## src/rtl/mem_channel_arbiter.sv

```systemverilog
// mem_channel_arbiter: round-robin arbiter sharing one memory read port and
// one memory write port between NUM_CONSUMERS requesters. One transaction is
// in flight at a time. Every output is registered.
//
// state          | meaning
// ---------------+-----------------------------------------------------------
// IDLE           | scanning requests from rr_ptr; no transaction in flight
// READ_WAITING   | mem_read_valid held high until mem_read_ready
// WRITE_WAITING  | mem_write_valid held high until mem_write_ready
// READ_RELAYING  | consumer_read_ready[grant_id] held until its read_valid drops
// WRITE_RELAYING | consumer_write_ready[grant_id] held until its write_valid drops
module mem_channel_arbiter #(
  parameter int NUM_CONSUMERS = 4,
  parameter int ADDR_BITS     = 8,
  parameter int DATA_BITS     = 8
) (
  input  logic                               clk,
  input  logic                               reset,
  input  logic [NUM_CONSUMERS-1:0]           consumer_read_valid,
  input  logic [NUM_CONSUMERS*ADDR_BITS-1:0] consumer_read_address,
  output logic [NUM_CONSUMERS-1:0]           consumer_read_ready,
  output logic [NUM_CONSUMERS*DATA_BITS-1:0] consumer_read_data,
  input  logic [NUM_CONSUMERS-1:0]           consumer_write_valid,
  input  logic [NUM_CONSUMERS*ADDR_BITS-1:0] consumer_write_address,
  input  logic [NUM_CONSUMERS*DATA_BITS-1:0] consumer_write_data,
  output logic [NUM_CONSUMERS-1:0]           consumer_write_ready,
  output logic                               mem_read_valid,
  output logic [ADDR_BITS-1:0]               mem_read_address,
  input  logic                               mem_read_ready,
  input  logic [DATA_BITS-1:0]               mem_read_data,
  output logic                               mem_write_valid,
  output logic [ADDR_BITS-1:0]               mem_write_address,
  output logic [DATA_BITS-1:0]               mem_write_data,
  input  logic                               mem_write_ready
);

  localparam int PTR_W = (NUM_CONSUMERS > 1) ? $clog2(NUM_CONSUMERS) : 1;
  // One extra bit so rr_ptr + offset can exceed N before the wrap.
  localparam int SUM_W = PTR_W + 1;

  typedef enum logic [2:0] {
    IDLE,
    READ_WAITING,
    WRITE_WAITING,
    READ_RELAYING,
    WRITE_RELAYING
  } state_t;

  state_t                           state_q, state_d;
  logic [PTR_W-1:0]                 rr_ptr_q, rr_ptr_d;
  logic [PTR_W-1:0]                 grant_id_q, grant_id_d;
  logic                             mem_read_valid_q, mem_read_valid_d;
  logic [ADDR_BITS-1:0]             mem_read_address_q, mem_read_address_d;
  logic                             mem_write_valid_q, mem_write_valid_d;
  logic [ADDR_BITS-1:0]             mem_write_address_q, mem_write_address_d;
  logic [DATA_BITS-1:0]             mem_write_data_q, mem_write_data_d;
  logic [NUM_CONSUMERS-1:0]         read_ready_q, read_ready_d;
  logic [NUM_CONSUMERS-1:0]         write_ready_q, write_ready_d;
  logic [NUM_CONSUMERS*DATA_BITS-1:0] read_data_q, read_data_d;

  logic             sel_found;
  logic             sel_is_read;
  logic [PTR_W-1:0] sel_id;
  logic [PTR_W-1:0] sel_next_ptr;
  logic [NUM_CONSUMERS-1:0] grant_onehot;

  // Rotating priority scan: first consumer at or after rr_ptr with any request.
  always_comb begin
    logic [SUM_W-1:0] sum;
    logic [PTR_W-1:0] idx;
    sel_found   = 1'b0;
    sel_is_read = 1'b0;
    sel_id      = '0;
    sum         = '0;
    idx         = '0;
    for (int k = 0; k < NUM_CONSUMERS; k++) begin
      sum = {1'b0, rr_ptr_q} + SUM_W'(k);
      if (sum >= SUM_W'(NUM_CONSUMERS)) sum = sum - SUM_W'(NUM_CONSUMERS);
      idx = sum[PTR_W-1:0];
      if (!sel_found && (consumer_read_valid[idx] || consumer_write_valid[idx])) begin
        sel_found   = 1'b1;
        sel_id      = idx;
        sel_is_read = consumer_read_valid[idx];
      end
    end
  end

  // Pointer advances to the consumer after the one just granted, wrapping at N.
  always_comb begin
    logic [SUM_W-1:0] nxt;
    nxt = {1'b0, sel_id} + SUM_W'(1);
    if (nxt >= SUM_W'(NUM_CONSUMERS)) nxt = '0;
    sel_next_ptr = nxt[PTR_W-1:0];
  end

  assign grant_onehot = NUM_CONSUMERS'(1) << grant_id_q;

  // Next-state and registered-output logic; everything holds by default.
  always_comb begin
    state_d             = state_q;
    rr_ptr_d            = rr_ptr_q;
    grant_id_d          = grant_id_q;
    mem_read_valid_d    = mem_read_valid_q;
    mem_read_address_d  = mem_read_address_q;
    mem_write_valid_d   = mem_write_valid_q;
    mem_write_address_d = mem_write_address_q;
    mem_write_data_d    = mem_write_data_q;
    read_ready_d        = read_ready_q;
    write_ready_d       = write_ready_q;
    read_data_d         = read_data_q;
    case (state_q)
      IDLE: begin
        if (sel_found) begin
          grant_id_d = sel_id;
          rr_ptr_d   = sel_next_ptr;
          if (sel_is_read) begin
            mem_read_valid_d   = 1'b1;
            mem_read_address_d = consumer_read_address[sel_id*ADDR_BITS +: ADDR_BITS];
            state_d            = READ_WAITING;
          end else begin
            mem_write_valid_d   = 1'b1;
            mem_write_address_d = consumer_write_address[sel_id*ADDR_BITS +: ADDR_BITS];
            mem_write_data_d    = consumer_write_data[sel_id*DATA_BITS +: DATA_BITS];
            state_d             = WRITE_WAITING;
          end
        end
      end
      READ_WAITING: begin
        if (mem_read_ready) begin
          mem_read_valid_d = 1'b0;
          read_data_d[grant_id_q*DATA_BITS +: DATA_BITS] = mem_read_data;
          read_ready_d     = grant_onehot;
          state_d          = READ_RELAYING;
        end
      end
      WRITE_WAITING: begin
        if (mem_write_ready) begin
          mem_write_valid_d = 1'b0;
          write_ready_d     = grant_onehot;
          state_d           = WRITE_RELAYING;
        end
      end
      READ_RELAYING: begin
        if (!consumer_read_valid[grant_id_q]) begin
          read_ready_d = '0;
          state_d      = IDLE;
        end
      end
      WRITE_RELAYING: begin
        if (!consumer_write_valid[grant_id_q]) begin
          write_ready_d = '0;
          state_d       = IDLE;
        end
      end
      default: state_d = IDLE;
    endcase
  end

  // State and output registers; reset abandons any transaction in flight.
  always_ff @(posedge clk) begin
    if (reset) begin
      state_q             <= IDLE;
      rr_ptr_q            <= '0;
      grant_id_q          <= '0;
      mem_read_valid_q    <= 1'b0;
      mem_read_address_q  <= '0;
      mem_write_valid_q   <= 1'b0;
      mem_write_address_q <= '0;
      mem_write_data_q    <= '0;
      read_ready_q        <= '0;
      write_ready_q       <= '0;
      read_data_q         <= '0;
    end else begin
      state_q             <= state_d;
      rr_ptr_q            <= rr_ptr_d;
      grant_id_q          <= grant_id_d;
      mem_read_valid_q    <= mem_read_valid_d;
      mem_read_address_q  <= mem_read_address_d;
      mem_write_valid_q   <= mem_write_valid_d;
      mem_write_address_q <= mem_write_address_d;
      mem_write_data_q    <= mem_write_data_d;
      read_ready_q        <= read_ready_d;
      write_ready_q       <= write_ready_d;
      read_data_q         <= read_data_d;
    end
  end

  assign mem_read_valid       = mem_read_valid_q;
  assign mem_read_address     = mem_read_address_q;
  assign mem_write_valid      = mem_write_valid_q;
  assign mem_write_address    = mem_write_address_q;
  assign mem_write_data       = mem_write_data_q;
  assign consumer_read_ready  = read_ready_q;
  assign consumer_write_ready = write_ready_q;
  assign consumer_read_data   = read_data_q;

endmodule

```

## config.mk

```make
export PLATFORM = sky130hd
export DESIGN_NAME = mem_channel_arbiter
export DESIGN_NICKNAME = d
export VERILOG_FILES = /design/src/rtl/mem_channel_arbiter.sv
export SDC_FILE = /design/constraint.sdc
export NUM_CORES = 1
export LEC_CHECK = 0
export ABC_CLOCK_PERIOD_IN_PS = 5050
export CORE_UTILIZATION = 35
export CTS_CLUSTER_SIZE = 28
export DETAILED_ROUTE_END_ITERATION = 8
export PLACE_DENSITY = 0.7
export SLEW_MARGIN = 10
export SYNTH_ARGS = -nofsm -noshare
export SYNTH_HDL_FRONTEND = slang
export SYNTH_SLANG_ARGS = --single-unit
```

## constraint.sdc

```tcl
create_clock -name clk -period 5.05 [get_ports clk]
set_input_delay 1.01 -clock clk [delete_from_list [all_inputs] [get_ports clk]]
set_output_delay 1.01 -clock clk [all_outputs]
set_load 0.01 [all_outputs]
```

==> results.py, run 1 <==
metrics = {
    "sta": {
        "worst_pin_slew_ns": 0.948,
        "period_share_pct": 75.3,
        "finClkSkew_ns": 0.0151,
        "rsz0062_at_grt": "false",
        "slew_violations": 0,
        "period_needed_ns": 3.80,
        "hold_violations": 0,
        "finalSetupViolations": 0,
        "fmax_mhz": 263,
        "finalSetupTns_ns": 0,
        "relSlewSlack_pct": 36.7,
    },
    "critical_path": {
        "crit_fanout": 27,
        "critPathCapture": "mem_write_address[7]",
        "path_depth": 8,
        "path_class": "input pin to flop",
        "startpoint_type": "input pin",
        "path_cells": "clkdlybuf4s50_1 > mux4_2 > or2_1 > o21ai_0 > o31a_1 > buf_4 > mux4_2 > a22o_1",
        "cp_top_family": "multiplexers",
        "crit_slowest_cell": "mux4_2",
        "critPathBufInv": 2,
        "worst_r2r_path_depth": 7,
        "required_ns": 5.30,
        "r2r_slack_ns": 1.71,
        "cp.arrival_ns": 4.05,
        "timing.rr.start": "rr_ptr_q[1]",
        "cp-end-kind": "flop",
        "max_stage_delay_ns": 0.57,
        "startpoint": "consumer_read_valid[3]",
        "reg2reg_to": "mem_write_address[7]",
        "crit_path_frequent_cell": "mux4_2",
    },
    "flow_run": {
        "drv_cap": 0,
    },
    "logic_synthesis": {
        "post-synth-top-count-cell": "dfxtp_1",
        "ys_seq_elements": 73,
        "syn_area_per_cell_um2": 9.52,
        "synth_top_area_share_pct": 37.5,
        "ys_warn_count": 0,
        "synth_nets": 532,
        "synth_edf_count": 0,
        "netlist_instances": 409,
        "ys_dominant_reg_cell": "dfxtp_1",
        "yosys.area.top_type": "dfxtp_1",
        "ys_seq_area_share_pct": 37.5,
        "synth_common_cells": "dfxtp_1 (73), nand3_1 (49), a21oi_1 (42), nand2_1 (42), mux4_2 (23)",
        "synthArstFlopShare_pct": 0,
        "synth_area_mm2": 0.00389,
        "netlist-cell-type-count": 51,
        "synthTopCellsByArea": "dfxtp_1 (38%), mux4_2 (13%), nand3_1 (6.3%), a21oi_1 (5.4%), mux2_2 (4.9%)",
    },
    "routing": {
        "vias_per_cell": 5.43,
        "drc_errors": 0,
        "first_pass_iters": 5,
        "drt_iter0_markers": 168,
        "via_count": 3912,
        "ant_nets": 0,
        "totalWireLength_mm": 13.0,
        "avgRoutedWirePerCell_um": 18.1,
    },
    "floorplan": {
        "rows": 38,
        "num_io_pins": 182,
        "dieArea_mm2": 0.0116,
        "core_area_mm2": 0.0108,
        "fp.dieH_um": 107,
        "die_w_um": 107,
        "start_util_pct": 35.9,
    },
    "pwr": {
        "p_leak_nw": 2.04,
        "vdd_ir_drop_max_v": 0.000281,
        "cellPowerDensity_mw_per_mm2": 463,
        "p_seq_share_pct": 30.1,
        "swShare_pct": 37.9,
        "p_clk_share_pct": 17.3,
        "p_comb_share_pct": 52.7,
        "power.internal_w": 0.00172,
        "p_sw_w": 0.00105,
    },
    "layout": {
        "fin_nets": 701,
        "area_delta_synth_final_pct": 53.3,
        "fillerInstances": 992,
        "layout-drive-gt1-share_pct": 11.7,
        "area.sequential_mm2": 0.00146,
        "multi_input_area_mm2": 0.00225,
        "design_area_mm2": 0.00597,
        "n_antenna_cell": 0,
        "utilization_pct": 55.1,
    },
    "clock_tree": {
        "cts_setup_buffers": 0,
        "post_cts_resized": 0,
        "cts.clk_slew.worst_paths_ns": 0.07,
        "cts_hold_buf": 0,
        "cts-root-buf": "clkbuf_8",
        "h-tree-depth": 3,
        "numCtsBuffers": 9,
        "cts_tree": "built",
        "clockBufferDepth": 2,
        "clock_latency_ns": 0.36,
        "cts_sinks": 73,
    },
    "placed_design": {
        "dp_hpwl_mm": 10.2,
        "port_buffers": 181,
        "place_congestion": 0.865,
        "place_area_mm2": 0.00577,
    },
    "global_routing": {
        "gr-total-overflow": 0,
        "grt_max_degree": 59,
        "antenna_found_initial": 0,
        "grt_pass1_wl_mm": 19.7,
        "grt_pass1_vias": 3822,
        "grt_usage_pct": 22.8,
    },
    "min_path": {
        "hp-class": "flop to flop",
    },
    "run_status": {
        "status": "completed",
    },
}
cell usage in the layout (no fill, tap or decap), types with 2 or more instances in the layout:
master,n
mux2i_1,2
o21bai_1,2
clkdlybuf4s50_1,180
mux2_2,17
nor2b_1,3
o21ai_0,3
and2_1,5
o221ai_1,2
or2_2,2
nand3_1,49
nand2_1,42
a31oi_1,9
o31ai_1,3
a22oi_1,3
or3_1,2
a22o_1,16
buf_4,6
nor3_1,5
ha_1,7
nor3b_1,5
a21oi_1,42
inv_1,7
nor2_1,22
nor4b_1,4
o211ai_1,3
dfxtp_1,73
nand2b_1,8
a311oi_1,2
mux4_2,23
clkbuf_8,12
worst reg2reg max path: stages (launching register included):
cell	delay (ns)
dfxtp_1	0.76
mux4_2	0.66
or2_0	0.24
a21boi_0	0.25
o31a_1	0.16
buf_4	0.38
mux4_2	0.57
a22o_1	0.23
layer usage:
| metal | GRT usage, % | share of wire (%) | up-vias |
|---|---|---|---|
| met2 | 37.7 | 50 | 130 |
| met1 | 28.4 | 42 | 1894 |
| met3 | 5.39 | 5.6 | 23 |
| li1 | - | - | 1865 |
| met4 | 9.69 | 2.6 | 0 |
| met5 | 0 | 0 | - |
worst min path at each step:
stage / from / to / depth (start not counted)
5_1_grt: consumer_read_data[5] / consumer_read_data[5] / 2
2_1_floorplan: consumer_read_data[0] / consumer_read_data[0] / 2
3_5_place_dp: consumer_read_data[5] / consumer_read_data[5] / 2
6_report: consumer_read_data[4] / consumer_read_data[4] / 2
3_3_place_gp: consumer_read_data[18] / consumer_read_data[18] / 2
4_1_cts: consumer_read_data[5] / consumer_read_data[5] / 2
flip-flops by register name, summed over array words and instances (netlist names):
signal / cells
mem_write_data: 8
mem_read_address: 8
consumer_write_ready: 4
consumer_read_ready: 4
mem_write_address: 8
mem_read_valid: 1
consumer_read_data: 32
rr_ptr_q: 2
grant_id_q: 2
state_q: 3
mem_write_valid: 1
stage by stage:
stage / hold slack [ns] / instances / setup WS, ns / total power, W
after global placement: 0.441 / 707 / 0.949 / 0.00227
final: 0.451 / 721 / 1.25 / 0.00277
after CTS: 0.456 / 721 / 1.25 / 0.00279
after global routing: 0.469 / 721 / 1.12 / 0.00294
after detailed placement: 0.446 / 707 / 0.859 / 0.00230
after floorplan: 0.476 / 409 / 1.71 / 0.00183
kinds of logic (layout without fill, tap and decap cells):
group / Yosys count / in the layout / share of synthesized area (%)
buf+inv: 36 / 208 / 4.79
simple gates: 152 / 152 / 19.0
fa+ha+maj: 7 / 7 / 2.25
compound gates: 98 / 98 / 17.4
xor+xnor: 1 / 1 / 0.225
mux: 42 / 42 / 18.7
flops: 73 / 73 / 37.5
area by class of cell:
type / instances / share of cell area, %
well taps: 140 / 2.93
multi-input cells: 300 / 37.7
clock inverters: 2 / 0.629
clock buffers: 12 / 2.77
inverters: 7 / 0.440
repair buffers: 187 / 31.0
flip-flops and latches: 73 / 24.5
power groups by stage:
stage	logic (W)	clock network, W	registers (W)
floorplan	0.00101	0	0.000824
global placement	0.00143	0	0.000839
detailed placement	0.00146	0	0.000845
CTS	0.00146	0.000491	0.000833
global route	0.00158	0.000513	0.000853
finish	0.00146	0.000477	0.000832
Power figures use the tool's default switching activity.
==> run 2: changes to the inputs <==
--- a/config.mk
+++ b/config.mk
@@ -5,11 +5,11 @@
 export SDC_FILE = /design/constraint.sdc
 export NUM_CORES = 1
 export LEC_CHECK = 0
-export ABC_CLOCK_PERIOD_IN_PS = 5050
+export ABC_CLOCK_PERIOD_IN_PS = 3250
 export CORE_UTILIZATION = 35
 export CTS_CLUSTER_SIZE = 28
 export DETAILED_ROUTE_END_ITERATION = 8
-export PLACE_DENSITY = 0.7
+export PLACE_DENSITY = 0.73
 export SLEW_MARGIN = 10
 export SYNTH_ARGS = -nofsm -noshare
 export SYNTH_HDL_FRONTEND = slang
==> constraint.sdc (replaced) <==
create_clock -name clk -period 3.25 [get_ports clk]
set_input_delay 0.65 -clock clk [delete_from_list [all_inputs] [get_ports clk]]
set_output_delay 0.65 -clock clk [all_outputs]
set_load 0.01 [all_outputs]
==> run 2 against run 1 <==
Total power up 66%. Critical path depth unchanged. Wire length up 0.93%. Core utilization is 2.3 points higher. Global-route usage increased by 0.52 points. Register-to-register slack got worse by 1.3 ns. Combinational power rose by 78%. Via count rose by 2.3%. Highest routed layer unchanged.
==> results.py, run 2 (same netlist as run 1, synthesis figures left out) <==
metrics = {
    "floorplan": {
        "core_area_mm2": 0.0108,
        "start_util_pct": 35.9,
        "fp.dieH_um": 107,
        "die_w_um": 107,
        "dieArea_mm2": 0.0116,
        "num_io_pins": 182,
        "rows": 38,
    },
    "critical_path": {
        "r2r_slack_ns": 0.45,
        "path_class": "input pin to flop",
        "startpoint_type": "input pin",
        "required_ns": 3.50,
        "crit_fanout": 13,
        "cp-end-kind": "flop",
        "cp.arrival_ns": 3.29,
        "worst_r2r_path_depth": 7,
    },
    "clock_tree": {
        "cts.clk_slew.worst_paths_ns": 0.08,
        "cts_sinks": 73,
        "numCtsBuffers": 9,
        "post_cts_resized": 0,
        "cts_tree": "built",
        "cts_hold_buf": 0,
        "clock_latency_ns": 0.36,
        "cts_setup_buffers": 0,
        "clockBufferDepth": 2,
        "h-tree-depth": 3,
        "cts-root-buf": "clkbuf_8",
    },
    "sta": {
        "worst_pin_slew_ns": 0.928,
        "rsz0062_at_grt": "false",
        "whs_ns": 0.453,
        "slew_violations": 0,
        "period_needed_ns": 3.04,
        "finClkSkew_ns": 0.00950,
        "finalSetupTns_ns": 0,
        "finalSetupViolations": 0,
        "fmax_mhz": 329,
        "period_share_pct": 93.5,
        "hold_violations": 0,
        "relSlewSlack_pct": 38.0,
    },
    "layout": {
        "fillerInstances": 976,
        "final_cell_mix": "clkdlybuf4s50_1 (180), dfxtp_1 (73), nand3_1 (49)",
        "n_antenna_cell": 0,
        "largest_reg_flops": 32,
        "layout-drive-gt1-share_pct": 15.8,
        "multi_input_area_mm2": 0.00225,
        "area.sequential_mm2": 0.00146,
        "mostFrequentLayoutCell": "clkdlybuf4s50_1",
        "area_delta_synth_final_pct": 59.6,
        "fin_nets": 727,
    },
    "routing": {
        "first_pass_iters": 4,
        "drt_iter0_markers": 160,
        "totalWireLength_mm": 13.2,
        "drc_errors": 0,
        "ant_nets": 0,
        "vias_per_cell": 5.34,
        "via_count": 4003,
        "avgRoutedWirePerCell_um": 17.6,
    },
    "global_routing": {
        "grt_pass1_vias": 3888,
        "grt_pass1_wl_mm": 20.4,
        "antenna_found_initial": 0,
        "grt_max_degree": 34,
        "grt_usage_pct": 23.4,
        "gr-total-overflow": 0,
    },
    "placed_design": {
        "port_buffers": 181,
        "place_congestion": 0.916,
        "dp_hpwl_mm": 10.3,
    },
    "pwr": {
        "cellPowerDensity_mw_per_mm2": 737,
        "p_leak_nw": 2.18,
        "vdd_ir_drop_max_v": 0.000376,
    },
    "min_path": {
        "hold-path-cell-count": 2,
        "hp-class": "flop to flop",
    },
    "flow_run": {
        "drv_cap": 0,
    },
    "run_status": {
        "status": "completed",
    },
}
[run 2: cell count changes in the layout (fill, tap and decap cells not counted)]
cell        previous run  this run
buf_4                  6        28
buf_12                 0         4
clkbuf_8              12        10
clkinv_2               0         2
clkinv_4               0         2
clkinvlp_4             1         0
inv_6                  0         1
[run 2: per-layer routing]
metal / vias up / GRT usage [%] / part of all wire [%]
met5: - / 0 / 0
met4: 0 / 8.61 / 2.2
met3: 25 / 4.48 / 5.3
met2: 143 / 39.7 / 49
met1: 1917 / 29.2 / 43
li1: 1918 / - / -
[run 2: worst max-delay path: stages]
cell	delay, ns
clkdlybuf4s50_1	0.44
mux4_2	0.51
or2_1	0.26
o21ai_0	0.23
o31a_1	0.26
buf_12	0.18
mux4_2	0.50
a22o_1	0.24
[run 2: metrics by stage]
stage	worst slack, ns	area, µm²	total power, W	cells	utilization, %
2_1_floorplan	0.268	3890	0.00284	409	-
6_report	0.212	6220	0.00458	749	57.4
4_1_cts	0.214	6220	0.00460	749	57.4
3_5_place_dp	-0.160	6010	0.00386	733	55.5
5_1_grt	0.107	6220	0.00486	749	57.4
3_3_place_gp	-0.122	6010	0.00381	733	55.5
[run 2: worst paths after layout]
path | startpoint | to
max reg2reg | rr_ptr_q[1] | mem_write_address[7]
min | consumer_read_data[7] | consumer_read_data[7]
max | consumer_read_valid[3] | mem_write_address[7]
min reg2reg | consumer_read_data[7] | consumer_read_data[7]
[run 2: area by class of cell]
cell class,instances,area share [%]
tap,140,2.82
clock inverter,6,1.07
multi-input combinational,300,36.2
inverter,7,0.423
clock buffer,10,2.21
sequential,73,23.5
timing repair buffer,213,33.7
[run 2: power by group]
part           switching (W)  internal, W  leakage (nW)
Combinational        0.00120      0.00140          1.48
Clock               0.000354     0.000378         0.107
Sequential          0.000160      0.00109         0.593
==> run 3: changes to the inputs <==
--- a/config.mk
+++ b/config.mk
@@ -5,11 +5,12 @@
 export SDC_FILE = /design/constraint.sdc
 export NUM_CORES = 1
 export LEC_CHECK = 0
+export ABC_AREA = 1
 export ABC_CLOCK_PERIOD_IN_PS = 3250
 export CORE_UTILIZATION = 35
 export CTS_CLUSTER_SIZE = 28
 export DETAILED_ROUTE_END_ITERATION = 8
-export PLACE_DENSITY = 0.73
+export PLACE_DENSITY = 0.68
 export SLEW_MARGIN = 10
 export SYNTH_ARGS = -nofsm -noshare
 export SYNTH_HDL_FRONTEND = slang
==> run 3 against run 2 <==
Die area grew 24%. Sequential power is 6% lower. Highest routed layer unchanged. Clock-buffer cell count grew 1. Final cell count rose by 52%. Clock power up 27%.
==> results.py, run 3 <==
metrics = {
    "run_status": {
        "status": "completed",
    },
    "sta": {
        "slew_violations": 0,
        "period_share_pct": 83.7,
        "worst_pin_slew_ns": 0.801,
        "hold_violations": 0,
        "finalSetupViolations": 0,
        "rsz0062_at_grt": "false",
        "period_needed_ns": 2.72,
        "fmax_mhz": 368,
        "finClkSkew_ns": 0.00775,
        "relSlewSlack_pct": 46.4,
        "finalSetupTns_ns": 0,
    },
    "floorplan": {
        "die_w_um": 120,
        "num_io_pins": 182,
        "rows": 42,
        "fp.dieH_um": 120,
        "dieArea_mm2": 0.0144,
        "start_util_pct": 36.3,
        "core_area_mm2": 0.0134,
    },
    "pwr": {
        "power.internal_w": 0.00284,
        "vdd_ir_drop_max_v": 0.000454,
        "p_seq_share_pct": 21.9,
        "p_sw_w": 0.00247,
        "p_clk_share_pct": 17.5,
        "cellPowerDensity_mw_per_mm2": 750,
        "p_comb_share_pct": 60.6,
        "p_leak_nw": 3.40,
        "swShare_pct": 46.5,
    },
    "critical_path": {
        "startpoint_type": "input pin",
        "r2r_slack_ns": 0.66,
        "reg2reg_to": "rr_ptr_q[1]",
        "path_class": "input pin to flop",
        "cp_top_family": "compound AO/OA/AOI/OAI gates",
        "cp.arrival_ns": 2.94,
        "crit_fanout": 26,
        "timing.rr.start": "rr_ptr_q[0]",
        "crit_slowest_cell": "o21ai_4",
        "critPathBufInv": 2,
        "crit_path_frequent_cell": "nand2_1",
        "required_ns": 3.47,
        "startpoint": "consumer_read_valid[3]",
        "path_cells": "clkdlybuf4s50_1 > nand2_1 > nand3_1 > nand2_1 > nand2_2 > inv_1 > nand2_1 > o21ai_2 > o21ai_4 > nand2_1 > o21ai_0 > nor2_1",
        "cp-end-kind": "flop",
        "worst_r2r_path_depth": 14,
        "max_stage_delay_ns": 0.66,
    },
    "global_routing": {
        "grt_max_degree": 49,
        "gr-total-overflow": 0,
        "grt_pass1_wl_mm": 24.1,
        "grt_pass1_vias": 5110,
        "antenna_found_initial": 0,
        "grt_usage_pct": 20.8,
    },
    "clock_tree": {
        "h-tree-depth": 3,
        "clockBufferDepth": 2,
        "cts_setup_buffers": 0,
        "cts-root-buf": "clkbuf_16",
        "cts.clk_slew.worst_paths_ns": 0.05,
        "cts_tree": "built",
        "clock_latency_ns": 0.33,
        "cts_hold_buf": 0,
        "cts_sinks": 73,
        "numCtsBuffers": 9,
        "post_cts_resized": 0,
    },
    "placed_design": {
        "place_inst": 1121,
        "place_congestion": 0.894,
        "dp_hpwl_mm": 10.9,
        "port_buffers": 181,
    },
    "min_path": {
        "hold_end": "mem_write_valid",
        "min_from": "mem_write_valid",
        "hold-path-cell-count": 2,
        "hp-class": "flop to flop",
    },
    "logic_synthesis": {
        "synth_area_mm2": 0.00487,
        "ys_dominant_reg_cell": "dfxtp_1",
        "synthArstFlopShare_pct": 0,
        "post-synth-top-count-cell": "nand2_1",
        "synth_nets": 913,
        "ys_seq_area_share_pct": 30.0,
        "netlist-cell-type-count": 36,
        "synth_common_cells": "nand2_1 (175), inv_1 (172), nand3_1 (137)",
        "netlist_instances": 790,
        "syn_area_per_cell_um2": 6.16,
        "synth_top_area_share_pct": 30.0,
        "synthTopCellsByArea": "dfxtp_1 (30%), nand3_1 (14%), nand2_1 (13%), inv_1 (13%), a21oi_1 (6.4%)",
        "ys_warn_count": 0,
        "yosys.area.top_type": "dfxtp_1",
        "synth_edf_count": 0,
        "ys_seq_elements": 73,
    },
    "layout": {
        "largest_reg_flops": 32,
        "mostFrequentLayoutCell": "clkdlybuf4s50_1",
        "n_antenna_cell": 0,
        "fin_nets": 1079,
        "layout-drive-gt1-share_pct": 6.98,
        "final_cell_mix": "clkdlybuf4s50_1 (180), nand2_1 (175), inv_1 (172)",
        "area.sequential_mm2": 0.00146,
        "fillerInstances": 1395,
        "final_cells": 1136,
        "multi_input_area_mm2": 0.00250,
        "area_delta_synth_final_pct": 45.6,
    },
    "routing": {
        "ant_nets": 0,
        "vias_per_cell": 4.66,
        "totalWireLength_mm": 14.6,
        "first_pass_iters": 4,
        "avgRoutedWirePerCell_um": 12.8,
        "via_count": 5296,
        "drc_errors": 0,
        "drt_iter0_markers": 344,
    },
    "flow_run": {
        "drv_cap": 0,
    },
}
==> run 3: cell count changes in the layout (fill, tap and decap cells not counted), moves of 18 or more <==
cell and delta:
inv_1 +165, nand2_1 +133, or3_1 +18, nand3_1 +88, a21oi_1 +20, mux4_2 -23
==> run 3: cell type report <==
type / instances / share of cell area, %
Clock buffer: 11 / 3.57
Clock inverter: 4 / 0.406
Inverter: 180 / 9.57
Multi-Input combinational cell: 497 / 35.2
Sequential cell: 73 / 20.6
Tap cell: 176 / 3.11
Timing Repair Buffer: 195 / 27.5
==> run 3: power by group through the flow <==
stage                     sequential [W]  clock [W]  combinational, W
after CTS                        0.00117   0.000950           0.00324
after global placement           0.00118          0           0.00321
after global routing             0.00118   0.000984           0.00363
after detailed placement         0.00118          0           0.00323
after floorplan                  0.00121          0           0.00227
final                            0.00117   0.000927           0.00322
==> run 3: how the worst max path moves through the flow <==
stage / to / slack [ns] / cells past startpoint
finish: rr_ptr_q[1] / 0.53 / 12
global route: rr_ptr_q[1] / 0.32 / 12
CTS: rr_ptr_q[1] / 0.55 / 12
detailed placement: rr_ptr_q[1] / 0.21 / 12
global placement: rr_ptr_q[1] / 0.31 / 12
floorplan: mem_write_address[4] / 1.19 / 16
==> run 3: routing by layer <==
layer	routed length, µm	GRT usage [%]	share of wire [%]	vias to the layer above
met5	0	0	0	-
met4	153	6.48	1.0	0
met3	1190	5.56	8.1	13
met1	6370	25.4	44	2301
met2	6880	35.5	47	187
li1	-	-	-	2795
==> run 3: worst reg2reg max path, delay by kind of cell (launching register included) <==
kind | cells | cell delay, ns
simple gates | 9 | 0.95
compound gates | 2 | 0.82
buf+inv | 3 | 0.41
flops | 1 | 0.31
==> run 3: cell families (layout without fill, tap and decap cells) <==
kind of cell | Yosys count | after routing | synth area share (%)
compound gates | 78 | 78 | 8.87
fa+ha+maj | 7 | 7 | 1.80
buf+inv | 220 | 390 | 18.7
flops | 73 | 73 | 30.0
simple gates | 412 | 412 | 40.6
==> run 3: metrics by stage <==
step | area, µm² | hold WS [ns] | power (W) | worst slack (ns) | util [%]
after floorplan | 4870 | 0.469 | 0.00349 | 1.19 | -
after global placement | 6810 | 0.434 | 0.00439 | 0.309 | 50.8
after detailed placement | 6810 | 0.449 | 0.00441 | 0.208 | 50.8
after CTS | 7090 | 0.458 | 0.00536 | 0.553 | 52.9
after global routing | 7090 | 0.479 | 0.00579 | 0.321 | 52.9
final | 7090 | 0.453 | 0.00531 | 0.529 | 52.9
